[src/rtl/pipe_reg_skid_if.sv]
// pipe_reg_skid_if: valid/ready handshake bundle between upstream, pipe_reg_skid and downstream.
interface pipe_reg_skid_if #(parameter int WIDTH = 24);
  logic [0:WIDTH-1] in_data;
  logic             in_valid;
  logic             in_ready;
  logic [0:WIDTH-1] out_data;
  logic             out_valid;
  logic             out_ready;
  logic [1:0]       count;
  modport master (output in_data, in_valid, out_ready, input in_ready, out_data, out_valid, count);
  modport slave (input in_data, in_valid, out_ready, output in_ready, out_data, out_valid, count);
endinterface

[src/rtl/pipe_reg_skid.sv]
// pipe_reg_skid: two-entry skid pipeline register with fully registered handshake outputs.
// Optional flush port enabled by PIPE_REG_FLUSH_EN.
module pipe_reg_skid #(parameter int WIDTH = 24) (
  input logic clk,
  input logic rst,
`ifdef PIPE_REG_FLUSH_EN
  input logic flush,
`endif
  pipe_reg_skid_if.slave bus
);
  typedef enum logic [1:0] {EMPTY, BUSY, FULL} state_t;
  state_t state, state_n;
  logic [0:WIDTH-1] main, main_n, skid, skid_n;
  logic ready, valid;
  logic [1:0] cnt;
  logic in_xfer, out_xfer;
  assign in_xfer = bus.in_valid & ready;
  assign out_xfer = valid & bus.out_ready;
  always_comb begin
    state_n = state;
    main_n = main;
    skid_n = skid;
    unique case (state)
      EMPTY: if (in_xfer) begin
        main_n = bus.in_data;
        state_n = BUSY;
      end
      BUSY: if (in_xfer && out_xfer) main_n = bus.in_data;
      else if (in_xfer) begin
        skid_n = bus.in_data;
        state_n = FULL;
      end
      else if (out_xfer) state_n = EMPTY;
      FULL: if (out_xfer) begin
        main_n = skid;
        state_n = BUSY;
      end
      default: state_n = EMPTY;
    endcase
`ifdef PIPE_REG_FLUSH_EN
    if (flush) begin
      state_n = EMPTY;
      main_n = main;
      skid_n = skid;
    end
`endif
  end
  // handshake flags are registered from the next state so no input reaches them combinationally
  always_ff @(posedge clk) begin
    if (!rst) begin
      state <= EMPTY;
      main <= '0;
      skid <= '0;
      ready <= 1'b1;
      valid <= 1'b0;
      cnt <= 2'd0;
    end else begin
      state <= state_n;
      main <= main_n;
      skid <= skid_n;
      ready <= state_n != FULL;
      valid <= state_n != EMPTY;
      cnt <= state_n == FULL ? 2'd2 : state_n == BUSY ? 2'd1 : 2'd0;
    end
  end
  assign bus.in_ready = ready;
  assign bus.out_valid = valid;
  assign bus.out_data = main;
  assign bus.count = cnt;
endmodule

[src/flat_wrapper.sv]
// flat-port wrapper written by rule: the top's interface ports become plain ports
module pipe_reg_skid_flat 
#(parameter int WIDTH = 24)
  (clk, rst, bus_in_data, bus_in_valid, bus_out_ready, bus_in_ready, bus_out_data, bus_out_valid, bus_count);
  pipe_reg_skid_if #(.WIDTH(WIDTH)) bus_i ();
  input logic clk;
  input logic rst;
  input wire logic [$bits(bus_i.in_data)-1:0] bus_in_data;
  input wire logic [$bits(bus_i.in_valid)-1:0] bus_in_valid;
  input wire logic [$bits(bus_i.out_ready)-1:0] bus_out_ready;
  output wire logic [$bits(bus_i.in_ready)-1:0] bus_in_ready;
  output wire logic [$bits(bus_i.out_data)-1:0] bus_out_data;
  output wire logic [$bits(bus_i.out_valid)-1:0] bus_out_valid;
  output wire logic [$bits(bus_i.count)-1:0] bus_count;
  assign bus_i.in_data = bus_in_data;
  assign bus_i.in_valid = bus_in_valid;
  assign bus_i.out_ready = bus_out_ready;
  assign bus_in_ready = bus_i.in_ready;
  assign bus_out_data = bus_i.out_data;
  assign bus_out_valid = bus_i.out_valid;
  assign bus_count = bus_i.count;
  pipe_reg_skid #(.WIDTH(WIDTH)) u_core (.clk(clk), .rst(rst), .bus(bus_i));
endmodule
[config.mk]
export PLATFORM = sky130hd
export DESIGN_NAME = pipe_reg_skid_flat
export DESIGN_NICKNAME = d
export VERILOG_FILES = /design/src/rtl/pipe_reg_skid_if.sv /design/src/rtl/pipe_reg_skid.sv /design/src/flat_wrapper.sv
export SDC_FILE = /design/constraint.sdc
export NUM_CORES = 1
export LEC_CHECK = 0
export CORE_MARGIN = 4
export CORE_UTILIZATION = 45
export CTS_CLUSTER_DIAMETER = 60
export DETAILED_ROUTE_END_ITERATION = 12
export GPL_TIMING_DRIVEN = 1
export HOLD_SLACK_MARGIN = 0.15
export PLACE_DENSITY_LB_ADDON = 0.25
export SYNTH_ARGS = -nofsm -noshare
export SYNTH_HDL_FRONTEND = slang
export SYNTH_SLANG_ARGS = --single-unit
export TNS_END_PERCENT = 50
[constraint.sdc]
create_clock -name clk -period 1.4 [get_ports clk]
set_clock_uncertainty 0.2 [all_clocks]
set_input_delay 0.28 -clock clk [delete_from_list [all_inputs] [get_ports clk]]
set_output_delay 0.28 -clock clk [all_outputs]
set_load 0.05 [all_outputs]
Word level (Yosys, flattened, before mapping)
Cells that the tools add are included.
- equal/unequal tests: 8
- add/sub/neg operators: 0
- shifts and indexed selects: 0
- bitwise operators: 4
- reduce and logical (&&, ||, !) cells: 7
- muxes and demuxes: 12
- multiply operators: 0
- divide/modulo/power cells: 0
- magnitude comparators: 0
- operators by type and width (operator ; number):
    $mux W24 ; 3
    $pmux W24 S3 ; 1
    $mux W2 ; 6
    $ne A2 B1 Y1 const B ; 3
    $pmux W2 S3 ; 1
    $eq A2 B1 Y1 const B ; 2
    $eq A2 B2 Y1 const B ; 2
    $reduce_and A4 Y1 ; 1
    $reduce_and A3 Y1 ; 1
    $reduce_bool A3 Y1 ; 1
    $and A1 B1 Y1 ; 2
    $logic_not A2 Y1 ; 1
    $ne A2 B2 Y1 const B ; 1
    $not A1 Y1 ; 2
    $reduce_bool A2 Y1 ; 1
    $reduce_or A2 Y1 ; 1
    $logic_and A1 B1 Y1 ; 1
    $mux W1 ; 1
- output and inout port bits: 28
- bits in latches: 0
- flip-flop bits (word level): 54
- input bits: 28
- logic and storage cells: 38
- ROM bits: 0
- memories kept: 0
- bits in writable memories: 0

Logic depth before layout (Yosys ltp)
- depth in word-level cells: 8
- mapped depth: 5
- mapped depth without buffers: 3

Worst setup path before layout
OpenSTA, ideal clock, no wires.
- path kind: register to register
- from: register u_core.valid (netlist: u_core.bus.out_valid)
- to: register u_core.main, in the netlist u_core.bus.out_data[16]
- arrival: 1.472 ns
- path slack: -0.411 ns
- period minus slack after synthesis: 1.811 ns
- stages on the path, launching flop included: 5
- library setup time: 0.138 ns
- cell sequence: dfxtp_1 nand2_1 o22ai_4 buf_6 a211oi_1
- cells in the longest elaborated chain, start to end: 4
- ends and longest elaborated chain (element ; RTL line ; source):
    start, declared ; pipe_reg_skid.sv:14 ; logic ready, valid;
    start signal, assigned ; pipe_reg_skid.sv:55 ; valid <= 1'b0;
    start signal, assigned ; pipe_reg_skid.sv:62 ; valid <= state_n != EMPTY;
    $and A1 B1 Y1 * ; pipe_reg_skid.sv:18 ; assign out_xfer = valid & bus.out_ready;
    $logic_and A1 B1 Y1 ; pipe_reg_skid.sv:28 ; BUSY: if (in_xfer && out_xfer) main_n = bus.in_data;
    $ne A2 B1 Y1 (no source line) ; n/a ;
    $reduce_and A4 Y1 (no source line) * ; n/a ;
    end signal, assigned ; pipe_reg_skid.sv:59 ; main <= main_n;
    end, declared ; pipe_reg_skid.sv:13 ; logic [0:WIDTH-1] main, main_n, skid, skid_n;
Every way passes the cells marked *; elsewhere a longest branch is shown, timed or not.
A chain may end at the register's enable or synchronous reset.

Worst setup path after layout
- from: register u_core.state[1]
- to: register u_core.main, in the netlist u_core.bus.out_data[8]
- cells in the longest elaborated chain, start to end: 3
- ends and longest elaborated chain (element ; RTL line ; source):
    start, declared ; pipe_reg_skid.sv:12 ; state_t state, state_n;
    start signal, assigned ; pipe_reg_skid.sv:58 ; state <= state_n;
    $eq A2 B2 Y1 (tied with other cells) ; pipe_reg_skid.sv:23 ; unique case (state)
    $ne A2 B1 Y1 (no source line) / $reduce_bool A3 Y1 (equally long branches) ; n/a ;
    $reduce_and A4 Y1 (no source line) ; n/a ;
Several ways; a longest one is shown, not always the timed one.

==> flow_summary.html <==
<table>
<tr><th>Metric</th><th>Value</th></tr>
<tr><th colspan="2">Global routing</th></tr>
<tr><td>Antenna violations before repair</td><td>0</td></tr>
<tr><td>Total routing usage reported by global routing</td><td>22.99%</td></tr>
<tr><td>Largest net degree at the start of global routing</td><td>28</td></tr>
<tr><td>GR Overflow Total</td><td>0</td></tr>
<tr><td>Wire length of the first global-routing pass</td><td>11,600 um</td></tr>
<tr><td>Number of global-route vias before repair</td><td>2,284</td></tr>
<tr><th colspan="2">Power and ir drop</th></tr>
<tr><td>Part of the power in registers</td><td>39.9%</td></tr>
<tr><td>Switch Pwr</td><td>1.654 mW</td></tr>
<tr><td>Part of the power in the clock network</td><td>18.0%</td></tr>
<tr><td>Net Sw Frac</td><td>35.49%</td></tr>
<tr><td>Combinational power share</td><td>42.0%</td></tr>
<tr><td>Cell internal power dissipation</td><td>3.007 mW</td></tr>
<tr><td>Overall Power</td><td>4.661 mW</td></tr>
<tr><td>Largest voltage drop on the vdd net</td><td>760.1 uV</td></tr>
<tr><td>Cell leakage power</td><td>1.569 nW</td></tr>
<tr><td>Power density cells</td><td>1166 nW/um^2</td></tr>
<tr><th colspan="2">Critical path</th></tr>
<tr><td>Data arrival time of the critical path</td><td>1.59 ns</td></tr>
<tr><td>Flop2flop setup slack</td><td>-0.20 ns</td></tr>
<tr><td>Slowest Stage Delay on Critical Path</td><td>0.36 ns</td></tr>
<tr><td>Highest fanout seen on the critical path</td><td>6</td></tr>
<tr><td>Worst R2R Path Depth</td><td>5</td></tr>
<tr><td>Critical Path End Type</td><td>flop</td></tr>
<tr><td>Critical path buffer and inverter count</td><td>2</td></tr>
<tr><td>Terminus of the critical flop-to-flop path</td><td>u_core.bus.out_data[8]$_SDFFE_PN0P_</td></tr>
<tr><td>Startpoint kind of the worst setup timing path</td><td>flop</td></tr>
<tr><td>Worst r2r src</td><td>u_core.state[1]$_SDFF_PN0_</td></tr>
<tr><td>Ordered list of cells on the worst path</td><td>buf_6 &gt; and4b_4 &gt; buf_12 &gt; a211oi_1 &gt; a211oi_1</td></tr>
<tr><td>Startpoint of the most critical setup path</td><td>u_core.state[1]$_SDFF_PN0_</td></tr>
<tr><td>Stages on the worst setup path</td><td>5</td></tr>
<tr><td>Critical Path Slowest Stage Cell</td><td>dfxtp_2</td></tr>
<tr><td>Worst setup path class</td><td>flop to flop</td></tr>
<tr><td>Family of cells with the greatest summed delay on the critical path</td><td>flip-flops</td></tr>
<tr><td>Last element of the critical path</td><td>u_core.bus.out_data[8]$_SDFFE_PN0P_</td></tr>
<tr><td>CP required</td><td>1.39 ns</td></tr>
<tr><td>Cell mode on critical path</td><td>a211oi_1</td></tr>
<tr><th colspan="2">Die</th></tr>
<tr><td>Core Region</td><td>5172 um^2</td></tr>
<tr><td>Count of standard-cell rows</td><td>26</td></tr>
<tr><td>Starting utilization of the core area</td><td>46.95%</td></tr>
<tr><td>Top-level I/O count</td><td>56</td></tr>
<tr><td>Height of the die</td><td>81.47 um</td></tr>
<tr><td>Full die area</td><td>6637 um^2</td></tr>
<tr><td>Floorplan die width</td><td>81.47 um</td></tr>
<tr><th colspan="2">STA</th></tr>
<tr><td>Worst-case setup margin in the final layout</td><td>-0.2035 ns</td></tr>
<tr><td>Final cycle utilization of the critical path</td><td>114.5%</td></tr>
<tr><td>Top achievable clock speed</td><td>0.6236 GHz</td></tr>
<tr><td>Number of slew-limit violations in the final report</td><td>0</td></tr>
<tr><td>Final hold violation count</td><td>0</td></tr>
<tr><td>Worst hold slack</td><td>0.2796 ns</td></tr>
<tr><td>Slew headroom</td><td>79.95%</td></tr>
<tr><td>Worst slew pin tran</td><td>0.2976 ns</td></tr>
<tr><td>RSZ-0062 raised after global routing</td><td>true</td></tr>
<tr><td>Final setup violation count</td><td>51</td></tr>
<tr><td>Min Tclk post-route</td><td>1.603 ns</td></tr>
<tr><th colspan="2">Logic synthesis</th></tr>
<tr><td>Leading cell types by count after synthesis</td><td>54 x dfxtp_1, 45 x a211oi_1, 26 x o21ai_0, 25 x a21oi_1, 25 x nand3_1</td></tr>
<tr><td>Most instantiated library cell after synthesis</td><td>dfxtp_1</td></tr>
<tr><td>Sequential element share of the synthesized area</td><td>44.51%</td></tr>
<tr><td>Count of flip-flops with a built-in enable after synthesis</td><td>0</td></tr>
<tr><td>Number of register bits inferred by synthesis</td><td>54</td></tr>
<tr><td>Post-synthesis instance total</td><td>247</td></tr>
<tr><td>Total standard cell area after synthesis</td><td>2429 um^2</td></tr>
<tr><td>Cell type with the largest total area after synthesis</td><td>dfxtp_1</td></tr>
<tr><td>Syn. warnings</td><td>0</td></tr>
<tr><td>Mapped Avg Cell Area</td><td>9.832 um^2</td></tr>
<tr><td>Synth Flop Type</td><td>dfxtp_1</td></tr>
<tr><td>Ys async rst share</td><td>0%</td></tr>
<tr><td>Area share of the leading cell type in the synthesized netlist</td><td>44.51%</td></tr>
<tr><td>Top area cells in the synthesized netlist</td><td>dfxtp_1 45%, a211oi_1 14%, mux2i_1 9.9%</td></tr>
<tr><td>Number of distinct library cells after synthesis</td><td>26</td></tr>
<tr><td>Mapped Nets</td><td>275</td></tr>
<tr><th colspan="2">CTS</th></tr>
<tr><td>Later-pin clock latency in the skew report</td><td>0.30 ns</td></tr>
<tr><td>Root buf cell</td><td>clkbuf_8</td></tr>
<tr><td>TritonCTS Buffers</td><td>5</td></tr>
<tr><td>Max Root-Sink Buffers</td><td>2</td></tr>
<tr><td>Clock H-tree levels</td><td>2</td></tr>
<tr><td>Clock input transition at the sequential cells of the worst setup and hold paths</td><td>0.10 ns</td></tr>
<tr><td>CTS tree</td><td>yes</td></tr>
<tr><td>Clock sink count</td><td>54</td></tr>
<tr><td>Post-CTS Hold Buffers</td><td>0</td></tr>
<tr><th colspan="2">Routing</th></tr>
<tr><td>Post-route ant nets</td><td>0</td></tr>
<tr><td>Via count normalized by instance count</td><td>6.161</td></tr>
<tr><td>Final routed wire length divided by cell count</td><td>21.55 um</td></tr>
<tr><td>Final wirelength</td><td>8448 um</td></tr>
<tr><td>DR pass1 iterations</td><td>5</td></tr>
<tr><td>Initial drt markers</td><td>269</td></tr>
<tr><td>Total number of vias</td><td>2,415</td></tr>
<tr><td>Count of unresolved DRC violations after routing</td><td>0</td></tr>
<tr><th colspan="2">Hold path</th></tr>
<tr><td>Path type of the worst min-delay path</td><td>flop to flop</td></tr>
<tr><th colspan="2">Placed design</th></tr>
<tr><td>HPWL reported at the end of detailed placement</td><td>4512 um</td></tr>
<tr><td>Routability cong.</td><td>0.7952</td></tr>
<tr><td>Area post-placement</td><td>3517 um^2</td></tr>
<tr><td>Number of buffers added on ports</td><td>55</td></tr>
<tr><th colspan="2">Cells and area</th></tr>
<tr><td>Count of antenna diodes in the layout</td><td>0</td></tr>
<tr><td>Fraction of final layout cells with drive strength greater than 1</td><td>40.37%</td></tr>
<tr><td>Layout Cell Area excl Fill</td><td>3999 um^2</td></tr>
<tr><td># nets final</td><td>349</td></tr>
<tr><td>Synthesis-to-layout area growth</td><td>64.66%</td></tr>
<tr><th colspan="2">Flow run</th></tr>
<tr><td>Number of max-capacitance violations reported</td><td>0</td></tr>
<tr><th colspan="2">Run status</th></tr>
<tr><td>Run status</td><td>finished with violations</td></tr>
<tr><td>Violated checks</td><td>negative setup slack</td></tr>
</table>
## sequential cells by signal, summed over array words and instances, names as in the netlist
name / flops
u_core.bus.out_data: 24
u_core.skid: 24
u_core.bus.count: 2
u_core.state: 2
u_core.bus.in_ready: 1
u_core.bus.out_valid: 1
## worst min-delay path, stage by stage (launching register included)
cell and delay (ns):
dfxtp_1 0.32, o21ai_0 0.06, a21oi_1 0.06
## layer usage
layer,up-vias,global-route usage (%),share of wire (%)
met1,1178,30.43,40
met5,-,0,0
li1,1085,-,-
met4,0,6.250,2.6
met2,128,38.03,50
met3,24,4.715,6.9
## worst min path at each step
stage,cells after the start,to,slack [ns],from
6_report,2,u_core.skid[13]$_SDFFE_PN0P_,0.28,u_core.skid[13]$_SDFFE_PN0P_
5_1_grt,2,u_core.skid[18]$_SDFFE_PN0P_,0.31,u_core.skid[18]$_SDFFE_PN0P_
4_1_cts,2,u_core.skid[3]$_SDFFE_PN0P_,0.28,u_core.skid[3]$_SDFFE_PN0P_
3_5_place_dp,2,u_core.skid[3]$_SDFFE_PN0P_,0.26,u_core.skid[3]$_SDFFE_PN0P_
3_3_place_gp,2,u_core.skid[0]$_SDFFE_PN0P_,0.26,u_core.skid[0]$_SDFFE_PN0P_
2_1_floorplan,1,u_core.bus.in_ready$_SDFF_PN1_,0.15,rst
## power by group through the flow
| stage | Combinational [mW] | Clock, mW | Sequential [mW] |
|---|---|---|---|
| 4_1_cts | 1.82 | 0.837 | 1.84 |
| 3_5_place_dp | 1.68 | 0 | 1.87 |
| 2_1_floorplan | 0.566 | 0 | 2.16 |
| 6_report | 1.96 | 0.841 | 1.86 |
| 5_1_grt | 2.03 | 0.910 | 1.88 |
| 3_3_place_gp | 1.65 | 0 | 1.86 |
## final cells by class
type,count,area [um^2]
inverter,2,7.507
clock buffer,8,80.08
tap,70,87.58
timing repair buffer,94,1353
sequential,54,1100
multi-input combinational,164,1371
fill,300,1174
## logic make-up (layout without fill, tap and decap cells)
logic type,count (synthesis),in the layout,share of synthesized area [%]
multiplexers,24,24,9.892
AND/OR/NAND/NOR,37,37,8.604
buffers and inverters,29,104,8.707
AO/OA/AOI/OAI,103,103,28.28
flip-flops,54,54,44.51
## layout by cell type, fill, tap and decap left out, drive strengths merged
master         Yosys  routed
clkdlybuf4s50      0      25
nand2b             1       1
and4               2       2
and4b              1       1
o22ai              1       1
inv                2       2
dfxtp             54      54
dlygate4sd2        0       2
a211oi            48      48
and3               2       2
and3b              1       1
clkbuf             6      11
a21boi             1       1
o21ai             26      26
a21o               1       1
a21bo              1       1
nand3b             2       2
nand2              2       2
buf               20      64
a21oi             25      25
mux2i             24      24
nand4              1       1
nand3             25      25
## through the flow
step | worst slack [ns] | utilization (%) | setup TNS, ns | std cells
2_1_floorplan | -0.04402 | - | -1.064 | 247
3_3_place_gp | -0.4593 | 68.00 | -22.28 | 374
3_5_place_dp | -0.5096 | 68.00 | -23.35 | 374
4_1_cts | -0.07949 | 74.02 | -1.599 | 391
5_1_grt | -0.2588 | 77.31 | -5.606 | 392
6_report | -0.2035 | 77.31 | -3.821 | 392
## repair_timing
action,in CTS,in global routing
pin swaps,14,11
endpoints found under the setup margin,56,61
resized for setup,32,42
setup buffers,4,0
cloned,5,2
(Power assumes the default switching activity.)
==> edit (same settings) <==
Reset style: asynchronous (`rst`), changed in one clocked block.
--- a/src/rtl/pipe_reg_skid.sv
+++ b/src/rtl/pipe_reg_skid.sv
@@ -48,3 +48,3 @@
   // handshake flags are registered from the next state so no input reaches them combinationally
-  always_ff @(posedge clk) begin
+  always_ff @(posedge clk or negedge rst) begin
     if (!rst) begin
Function: differs if rst is asserted again (counterexample within 4 cycles, from zero or initial values and one cycle with rst low); with rst held inactive, the same outputs for 10 cycles.
==> edit against the original RTL <==
The run still ends with negative setup slack left; design area decreased by 2.2%; worst setup slack lost 0.25 ns; area after synthesis rose by 2.1%; wire length decreased by 28%; sequential cell count is the same; final cell count is 21% lower; critical path type unchanged; critical endpoint is now u_core.bus.out_data[2]; highest routed layer unchanged.
Power is not compared: it rests on default switching activity, and its combinational part moved more than twofold at a synthesized area within 25%.
==> edit: results (changes against the original RTL) <==
| Metric | Value |
|---|---|
| Setup slack after layout | -0.452 ns (-0.248 ns) |
| Initial antenna violation count | 0 (unchanged) |
| Status | finished, violations left |
| Max stage delay cell, worst path | dfrtp_1 |
| Cell Count, Final, Fillers Out | 308 (-21%) |
| Overall global routing resource usage | 17.6% (-5.4 points) |
| Clock buffer depth | 2 (unchanged) |
| Synth unique cells | 19 (-27%) |
| Worst min-delay path category | input port to async pin |
| 1st-iter DRT viols | 63 (-77%) |
| Hpwl dp | 3.77 mm (-16%) |
| Detailed Routing Iterations Pass 1 | 5 (unchanged) |
| Max VDD drop | 1.42 mV |
| Sequential cell area | 1350 um2 (+23%) |
| Yosys warns | 0 (unchanged) |
| Slowest stage delay, CP | 0.43 ns (+0.07 ns) |
| First-pass GRT wire length | 8.76 mm (-25%) |
| Ranking of synthesized cells by area | dfrtp_1 (54%), mux2_2 (24%), mux2_4 (12%) |
| Die Wd | 82.2 um (+0.92%) |
| GPL Wtd Cong | 0.769 (-3.3%) |
| Root buf cell | clkbuf_8 |
| Sum Neg Setup Slack | -22.25 ns (-18.43 ns) |
| CTS H-tree depth | 2 (unchanged) |
| PortBufs | 55 (unchanged) |
| Setup WS pre-CTS | -0.791 ns (-0.281 ns) |
| Layout cells sized above 1 | 62.2% (+22 points) |
| Diode count | 0 (unchanged) |
| Vias per inst | 5.11 (-17%) |
| Synth Area per Inst | 16.2 um2 (+65%) |
| Leakage | 1.74 nW |
| Vias in the first global route | 1,726 (-24%) |
| WL/cell | 19.7 um (-8.7%) |
| Psw | 3.94 mW |
| Register area share after synthesis | 54.6% (+10 points) |
| Total placed cells including tap cells | 286 (-24%) |
| Clock Pin Slew Worst Setup and Hold Paths | 0.11 ns |
| Crit path DAT | 1.85 ns (+0.26 ns) |
| Num CTS Buffers | 5 (unchanged) |
| Post-Syn Nets | 181 (-34%) |
| Failing checks | negative setup slack |
| Fraction of registers with async set/reset | 100% (+100 points) |
| Crit path max fanout | 6 (unchanged) |
| FILL cells | 313 (+4.3%) |
| Synth top cells by count | dfrtp_1 (53), mux2_2 (52), mux2_4 (19), buf_6 (8), a21oi_1 (5) |
| Final setup violation count | 56 (+9.8%) |
| Worst Tran Pin Value | 0.288 ns (-0.0100 ns) |
| Largest net degree at the start of global routing | 55 (+96%) |
| Clock latency on the worst-skew pair | 0.31 ns |
| Placement Cell Area | 3500 um2 (-0.36%) |
| Final nets | 265 (-24%) |
[edit: cell count changes after synthesis, sizes merged, moves of 20 or more]
| cell | unedited run | this run |
|---|---|---|
| a21oi | 25 | 5 |
| o21ai | 26 | 1 |
| mux2i | 24 | 0 |
| dfxtp | 54 | 0 |
| a211oi | 48 | 0 |
| mux2 | 0 | 72 |
| nand3 | 25 | 0 |
| dfrtp | 0 | 53 |
[edit: power groups by stage]
stage / logic (mW) / registers [mW] / clock network [mW]
detailed placement: 5.58 / 3.06 / 0
global placement: 5.43 / 3.00 / 0
CTS: 5.97 / 3.04 / 0.905
global route: 6.49 / 3.17 / 0.973
finish: 6.26 / 3.08 / 0.901
floorplan: 1.85 / 4.16 / 0
[edit: worst max-delay path: cells and delay by family, from the launching register on]
| kind | cells | cell delay [ns] |
|---|---|---|
| buf+inv | 2 | 0.34 |
| mux | 1 | 0.29 |
| compound gates | 2 | 0.48 |
| flops | 1 | 0.43 |
[edit: worst paths after layout]
kind,slack (ns),cells after the start,end,startpoint
max,-0.45,5,u_core.bus.out_data[2],u_core.state[0]
min,0.28,3,u_core.skid[18],rst
max reg2reg,-0.45,5,u_core.bus.out_data[2],u_core.state[0]
min reg2reg,0.32,1,u_core.skid[18],u_core.skid[18]
max in group asynchronous,0.44,3,u_core.bus.in_ready,rst
min in group clk,0.32,1,u_core.skid[18],u_core.skid[18]
[edit: cell families after synthesis]
family / count (synthesis) / synth area share, %
AOI/OAI and AO/OA: 12 / 4.14
buffers and inverters: 8 / 3.63
and+or+nand+nor: 7 / 2.07
muxes: 72 / 35.6
DFF: 54 / 54.6
[edit: timing repair]
item,in CTS,in global routing
hold endpoints to repair,54,0
cloned,3,2
pin swaps,4,0
setup endpoints to repair,57,76
gates resized for setup,9,23
setup buffers,7,2
hold buffers,1,0
[edit: per-layer routing]
metal  part of all wire [%]  GRT usage [%]
met2                     54           30.9
met5                      0              0
met3                    4.4           4.23
met1                     41           21.4
met4                   0.97           4.82
[edit: cell type report]
type / count / share of cell area [%]
clock inverter: 3 / 0.608
timing repair buffer: 85 / 32.0
tap: 70 / 2.24
clock buffer: 5 / 1.76
sequential: 54 / 34.6
multi-input combinational: 91 / 28.7
